### src/rtl/mul_seq_ctrl.sv
// mul_seq_ctrl: radix-2 iterative sequencer for the RV32M multiply group.
// Operands are reduced to magnitudes when they are captured. One partial
// product is accumulated per clock. The sign is applied in a final pass, and
// the selected half of the product is registered with a one-cycle done pulse.
module mul_seq_ctrl #(
    parameter int XLEN = 32
) (
    input  logic                clk,
    input  logic                rst,
    input  logic                start,
    input  logic [1:0]          op,
    input  logic [XLEN-1:0]     a,
    input  logic [XLEN-1:0]     b,
    input  logic                flush,
    output logic                busy,
    output logic                done,
    output logic [XLEN-1:0]     result,
    output logic [2*XLEN-1:0]   product
);
    localparam int CW = $clog2(XLEN);

    typedef enum logic [1:0] {IDLE, CALC, SIGN, DONE} state_t;

    state_t              state, state_nxt;
    logic [1:0]          op_q;
    logic [XLEN-1:0]     ma, mb;
    logic                neg;
    logic [2*XLEN-1:0]   acc;
    logic [CW-1:0]       count;

    // Operand decode. a is signed unless op is MULHU. b is signed only for MUL and MULH.
    logic                sa, sb, a_neg, b_neg, accept, last;
    logic [XLEN-1:0]     a_mag, b_mag;
    logic [2*XLEN-1:0]   pp;

    assign sa     = (op != 2'b11);
    assign sb     = ~op[1];
    assign a_neg  = sa & a[XLEN-1];
    assign b_neg  = sb & b[XLEN-1];
    // -2^(XLEN-1) negates to itself, which reads back correctly as an unsigned magnitude
    assign a_mag  = a_neg ? (~a + 1'b1) : a;
    assign b_mag  = b_neg ? (~b + 1'b1) : b;
    // A start that arrives together with a flush is dropped
    assign accept = (state == IDLE) && start && !flush;
    assign last   = (count == CW'(XLEN-1));
    assign pp     = {{XLEN{1'b0}}, ma} << count;

    // State register
    always_ff @(posedge clk or posedge rst) begin
        if (rst) state <= IDLE;
        else     state <= state_nxt;
    end

    // Next-state logic: flush aborts CALC and SIGN only. DONE always completes.
    always_comb begin
        state_nxt = state;
        case (state)
            IDLE: if (accept) state_nxt = CALC;
            CALC: if (flush) state_nxt = IDLE;
                  else if (last) state_nxt = SIGN;
            SIGN: state_nxt = flush ? IDLE : DONE;
            DONE: state_nxt = IDLE;
            default: state_nxt = IDLE;
        endcase
    end

    // Output logic: busy covers the iterating states and the IDLE cycle that accepts a start
    always_comb begin
        busy = 1'b0;
        case (state)
            IDLE:       busy = accept;
            CALC, SIGN: busy = 1'b1;
            default:    busy = 1'b0;
        endcase
    end

    // Datapath: capture on accept, shift-and-add in CALC, conditional negate in SIGN
    always_ff @(posedge clk or posedge rst) begin
        if (rst) begin
            op_q  <= 2'b00;
            ma    <= '0;
            mb    <= '0;
            neg   <= 1'b0;
            acc   <= '0;
            count <= '0;
        end else begin
            case (state)
                IDLE: if (accept) begin
                    op_q  <= op;
                    ma    <= a_mag;
                    mb    <= b_mag;
                    neg   <= a_neg ^ b_neg;
                    acc   <= '0;
                    count <= '0;
                end
                CALC: if (!flush) begin
                    if (mb[count]) acc <= acc + pp;
                    count <= count + CW'(1);
                end
                SIGN: if (!flush && neg) acc <= ~acc + 1'b1;
                default: ;
            endcase
        end
    end

    // Result registers: loaded only on leaving DONE, so an aborted op leaves them unchanged
    always_ff @(posedge clk or posedge rst) begin
        if (rst) begin
            done    <= 1'b0;
            result  <= '0;
            product <= '0;
        end else begin
            done <= 1'b0;
            if (state == DONE) begin
                done    <= 1'b1;
                product <= acc;
                result  <= (op_q == 2'b00) ? acc[XLEN-1:0] : acc[2*XLEN-1:XLEN];
            end
        end
    end

endmodule

### config.mk
export PLATFORM = sky130hd
export DESIGN_NAME = mul_seq_ctrl
export DESIGN_NICKNAME = d
export VERILOG_FILES = /design/src/rtl/mul_seq_ctrl.sv
export SDC_FILE = /design/constraint.sdc
export NUM_CORES = 1
export LEC_CHECK = 0
export BUFFER_PORTS_ARGS = -buffer_cell sky130_fd_sc_hd__buf_4
export CAP_MARGIN = 5
export CORE_UTILIZATION = 40
export DETAILED_ROUTE_END_ITERATION = 16
export GPL_ROUTABILITY_DRIVEN = 1
export GPL_TIMING_DRIVEN = 1
export HOLD_SLACK_MARGIN = 0.02
export PLACE_DENSITY_LB_ADDON = 0.1
export SLEW_MARGIN = 20
export SYNTH_ARGS = -nofsm -noshare
export SYNTH_HDL_FRONTEND = slang
export SYNTH_SLANG_ARGS = --single-unit
### constraint.sdc
create_clock -name clk -period 9.1 [get_ports clk]
set_input_delay 1.365 -clock clk [delete_from_list [all_inputs] [get_ports clk]]
set_output_delay 1.365 -clock clk [all_outputs]
set_load 0.01 [all_outputs]
==> After elaboration in Yosys (flattened, before gate mapping) <==
Cells that the tools add are included.
{ "op_classes": {"add_sub_neg": 5, "n_lt_le_gt_ge": 1, "eq_ne": 10, "shifts": 1, "n_mux": 20, "n_bitwise": 7, "reduce_logical": 13} }
{ "ops": {"columns": ["op", "count"], "rows": [
  ["two-way mux 64 bit", 4],
  ["case mux 64 bit (3 select lines)", 1],
  ["two-way mux 32 bit", 3],
  ["adder 32 x 1 -> 32 bit, second input constant", 2],
  ["adder 64 x 1 -> 64 bit, second input constant", 1],
  ["adder 64 bit", 1],
  ["inverter 32 bit", 2],
  ["inverter 64 bit", 1],
  ["<< shifter 32 x 5 -> 64 bit", 1],
  ["two-way mux 5 bit", 2],
  ["!= test 2 bit, second input constant", 5],
  ["case mux 5 bit (2 select lines)", 1],
  ["two-way mux 2 bit", 4],
  ["case mux 2 bit (4 select lines)", 1],
  ["< comparator 5 x 6 -> 1 bit, second input constant", 1],
  ["adder 5 x 1 -> 5 bit, second input constant", 1],
  ["binary-select mux 1 bit (select 5 bit)", 1],
  ["== test 5 bit, second input constant", 1],
  ["AND reduction 5 bit", 1],
  ["== test 2 bit, second input constant", 2],
  ["logical NOT 2 bit", 2],
  ["AND reduction 2 bit", 2],
  ["logical AND 1 bit", 3],
  ["!= test 3 bit, second input constant", 1],
  ["other kinds (11)", 13]
]} }
{ "word_totals": {"register_bits": 235, "in_bits": 70, "out_inout_bits": 98, "elab_cells": 67} }

==> Longest topological paths before layout <==
{ "depth": {"depth_word": 5, "ltp_mapped": 23, "ltp_nobuf": 19} }

==> Worst setup path before layout <==
No wires, ideal clock.
{ "synth_path": {"kind": "register to register", "start": "register count[0]", "end": "register acc[62]", "setup_ps": 69, "arrival_time_ps": 4874, "required_time_ps": 9031, "slack_ps": 4156, "stages_incl_launch_ff": 20, "path_buffers": 4, "period_less_slack_ps": 4944, "path_cell_list": "dfrtp_1 -> buf_2 -> buf_2 -> buf_1 -> mux4_2 -> mux2i_1 -> mux2_2 -> o22ai_1 -> ha_1 -> clkbuf_1 -> a211oi_1 -> nor2_1 -> o221ai_1 -> a41oi_1 -> and2_1 -> o21a_1 -> o21ba_2 -> o211a_1 -> or4b_2 -> nand3_1"} }
{ "synth_via": {"elab_chain_cells": 5, "elab_cells_between_ends": 9, "cone_classes": "add/sub (1); eq/ne (1); shift (1); mux (5); reduce/logical (1)"} }
{ "synth_lines": {"columns": ["item", "line_no", "source"], "rows": [
  ["from (decl)", "29", "logic [CW-1:0] count;"],
  ["from (signal assigned)", "98", "count <= count + CW'(1);"],
  ["<< shifter 32 x 5 -> 64 bit", "46", "assign pp = {{XLEN{1'b0}}, ma} << count;"],
  ["adder 64 bit", "97", "if (mb[count]) acc <= acc + pp;"],
  ["two-way mux 64 bit", "97", null],
  ["two-way mux 64 bit", "96", "CALC: if (!flush) begin"],
  ["case mux 64 bit (3 select lines)", "87", "case (state)"],
  ["to (signal assigned)", "97", null],
  ["to (signal assigned)", "100", "SIGN: if (!flush && neg) acc <= ~acc + 1'b1;"],
  ["to (decl)", "28", "logic [2*XLEN-1:0] acc;"]
]} }
Parallel ways exist; a longest one is shown, timed or not. The select of a mux whose other input is x is not followed.
A chain may end at the register's enable or synchronous reset.

==> Worst setup path after layout <==
{ "layout_path": {"start": "register count[1]", "end": "register acc[60]"} }
Same word-level chain as after synthesis.

==> metrics <==
Crit Path Max Fanout 42; largest net degree at the start of global routing 114; buffers plus inverters on the worst setup path 1; setup repair after global routing missed its margin no; n_diodes 0; number of instances in the synthesized netlist 2,080; instance count on the critical path 18; fill count 4,309; buffer count from post-CTS setup fixing 0; number of global-route vias before repair 15.61k; count of flip-flops with a built-in enable after synthesis 0; number of synthesized register bits 235; critical path endpoint category register; area of the core region 0.04336 mm2; biggest cell delay along the critical path 0.56 ns; Placed Area 0.01937 mm2; antenna violation net count after detailed routing 0; origin of the critical flop-to-flop path count[1]$_DFFE_PP0P_; share of power burned in the clock network 14.1%; area of the multi-input gates 0.01112 mm2; area delta synth->final 14.68%; number of max-slew violations in the final report 0; share of flip-flops with an asynchronous set or reset after synthesis 100.0%; CTS H-tree lvls 1; overall fraction of global-route tracks in use 26.82%; number of clock buffers inserted by TritonCTS 27; main flop type after synthesis sky130_fd_sc_hd__dfrtp_1; critical path required time 9.54 ns; number of gates resized after cts 0; port bufs 167; average vias per placed instance 5.873; Die H 212.3 um; clock root buffer sky130_fd_sc_hd__clkbuf_16; leakage power 8.840 nW; CTS tree built; count of unresolved DRC violations after routing 0; cell type group with the largest total delay on the critical path compound AO/OA/AOI/OAI gates; Arr. time, crit path 5.92 ns; number of distinct library cells after synthesis 78; DR vias 16.28k; synthesized area divided by synthesized cell count 8.507 um2; class of the worst hold path reg -> reg; final hold violations 0; number of max-capacitance violations reported 0; most common library cell in the layout ignoring fill and taps sky130_fd_sc_hd__dfrtp_1; total clock sinks 235; DIE WIDTH 212.3 um; reported net switching power 4.062 mW; total congestion overflow after global routing 0; Setup-failing EPs final 0; f_max 182.6 MHz; Post-DP HPWL 46,500 um; Final period util 60.19%; number of antenna violations at the first check in global routing 1; switching power as a share of total power 50.31%; Layout Nets 2,311; number of cells on the worst reg-to-reg path 18; category of the worst setup path launch point register; number of detailed-route iterations in the first pass 5; relative contribution of combinational cells to total power 60.0%; num ports 168; Non-Filler Cell Area, Final 0.02029 mm2; measured slew at the worst slew-check pin 0.9545 ns; fraction of final layout cells with drive strength greater than 1 17.15%; Routed WL 60,500 um; first element of the critical path count[1]$_DFFE_PP0P_; Final Wtd Congestion 0.9741; worst supply voltage drop on vdd 0.0001784 V; Seq/Total Area, Yosys 33.23%; net count after synthesis 2,223; post-layout power 8.074 mW; result of the run complete, no violations; clock skew after layout 0.01389 ns; later-pin clock latency in the skew report 0.57 ns; cell area after synthesis 0.01769 mm2; Internal Dissipation 4.012 mW; global-route wire length before repair 93,270 um; Clock Pin Slew Worst Setup and Hold Paths 0.06 ns; initial standard-cell utilization of the core 40.81%; count of hold-fix buffers inserted at cts 0; first-iteration detailed-routing DRC count 1,338; Worst path most repeated cell sky130_fd_sc_hd__nor2_1; max_slew headroom 35.78%; sequential cell area in the final layout 0.005884 mm2; Die Footprint 0.04508 mm2; power density over the cells 397.9 mW/mm2; maximum count of clock buffers along a single path 3; post-DR wirelength/cell 21.82 um; sum of negative setup slack 0 ns; Worst Hold Launch mb[29]$_DFFE_PP0P_; cell chain of the critical path buf_4, mux2_2, o21ai_0, nor2_1, a21oi_1, mux2_2, mux2i_1, ha_1, nand4_1, nor2_1, o221ai_1, a41oi_1, and2_1, o21a_1, o21ba_2, nor2_1, o2111a_1, a211o_1; hold path cells 2; cell with the largest stage delay on the worst path sky130_fd_sc_hd__o21ai_0; clock period minus worst slack 5.478 ns; most used cells in the layout excluding fill and tap cells sky130_fd_sc_hd__dfrtp_1, sky130_fd_sc_hd__o21ai_0, sky130_fd_sc_hd__nand2_1, sky130_fd_sc_hd__nor2_1, sky130_fd_sc_hd__buf_4; number of warnings printed during yosys synthesis 0; Setup CP Type reg -> reg; register share of total power 25.9%; row count 76
metrics by stage:
step	hold WS, ns	util (%)	instances	setup slack [ns]
after global placement	0.4586	44.66	2724	3.728
final	0.4768	46.80	2772	3.622
after global routing	0.5000	46.80	2772	3.191
after detailed placement	0.4680	44.66	2724	3.764
after floorplan	0.4413	-	2080	1.289
after CTS	0.4812	46.80	2772	3.704
layout make-up:
| class | count | share of cell area [%] |
|---|---|---|
| Clock buffer | 38 | 3.829 |
| Clock inverter | 10 | 0.7276 |
| Inverter | 63 | 1.202 |
| Multi-Input combinational cell | 1656 | 54.79 |
| Sequential cell | 235 | 29.00 |
| Tap cell | 585 | 3.607 |
| Timing Repair Buffer | 185 | 6.844 |
registers in the layout (all words and copies together) (netlist names), 2 cells and up:
signal,count
product,64
state,2
count,5
acc,64
op_q,2
mb,32
ma,32
result,32
routing by layer:
metal | share of wire, % | vias up | global-route usage [%] | wire length, um
li1 | - | 7775 | - | -
met1 | 45 | 7885 | 37.19 | 27470
met2 | 46 | 532 | 44.01 | 28050
met3 | 5.4 | 85 | 2.747 | 3241
met4 | 2.8 | 2 | 8.038 | 1715
met5 | 0.023 | - | 0 | 14
power by group through the flow:
stage	Sequential (mW)	Clock, mW	Combinational, mW
3_3_place_gp	2.10	0	4.73
5_1_grt	2.15	1.20	5.31
2_1_floorplan	1.85	0	3.34
6_report	2.09	1.14	4.84
4_1_cts	2.09	1.16	4.78
3_5_place_dp	2.11	0	4.75
tightest hold or removal path, delay by kind of cell, from the launching register on:
kind / cells / cell delay (ns)
flip-flops: 1 / 0.33
AO/OA/AOI/OAI: 1 / 0.06
AND/OR/NAND/NOR: 1 / 0.05
synthesized netlist by cell type (14+ instances only):
cell type | number | area share [%]
sky130_fd_sc_hd__nor3_1 | 55 | 1.6
sky130_fd_sc_hd__clkbuf_1 | 109 | 2.3
sky130_fd_sc_hd__dfrtp_1 | 235 | 33
sky130_fd_sc_hd__xor2_1 | 48 | 2.4
sky130_fd_sc_hd__xnor2_1 | 63 | 3.1
sky130_fd_sc_hd__nor2_1 | 193 | 4.1
sky130_fd_sc_hd__ha_1 | 72 | 5.1
sky130_fd_sc_hd__nor4_1 | 23 | 0.81
sky130_fd_sc_hd__o22ai_1 | 21 | 0.74
sky130_fd_sc_hd__a211oi_1 | 14 | 0.59
sky130_fd_sc_hd__a21oi_1 | 172 | 4.9
sky130_fd_sc_hd__nand3_1 | 33 | 0.93
sky130_fd_sc_hd__mux2_2 | 90 | 5.7
sky130_fd_sc_hd__a31oi_1 | 15 | 0.53
sky130_fd_sc_hd__o21ai_0 | 231 | 6.5
sky130_fd_sc_hd__nand4_1 | 15 | 0.53
sky130_fd_sc_hd__mux2i_1 | 89 | 5.0
sky130_fd_sc_hd__nand2_1 | 211 | 4.5
sky130_fd_sc_hd__o31ai_1 | 16 | 0.68
sky130_fd_sc_hd__a21o_1 | 27 | 1.1
sky130_fd_sc_hd__inv_1 | 62 | 1.3
sky130_fd_sc_hd__or3_1 | 18 | 0.64
sky130_fd_sc_hd__mux4_2 | 23 | 2.9
sky130_fd_sc_hd__a32oi_1 | 18 | 0.89
sky130_fd_sc_hd__o21bai_1 | 16 | 0.68
path summary, 6_finish.rpt:
path                                        to  slack, ns
max in group asynchronous  acc[60]$_DFFE_PP0P_       6.81
setup / recovery           acc[60]$_DFFE_PP0P_       3.62
setup reg to reg           acc[60]$_DFFE_PP0P_       3.62
hold / removal              mb[29]$_DFFE_PP0P_       0.48
hold reg to reg             mb[29]$_DFFE_PP0P_       0.48
min in group asynchronous   mb[18]$_DFFE_PP0P_       0.88
cell families after synthesis:
logic type | after synthesis | share of synthesized area (%)
multiplexers | 202 | 13.69
buffers and inverters | 189 | 4.101
AO/OA/AOI/OAI | 620 | 21.04
XOR/XNOR | 111 | 5.494
adder cells (fa/ha/maj) | 73 | 5.204
AND/OR/NAND/NOR | 650 | 17.23
flip-flops | 235 | 33.23
Power figures use the tool's default switching activity.
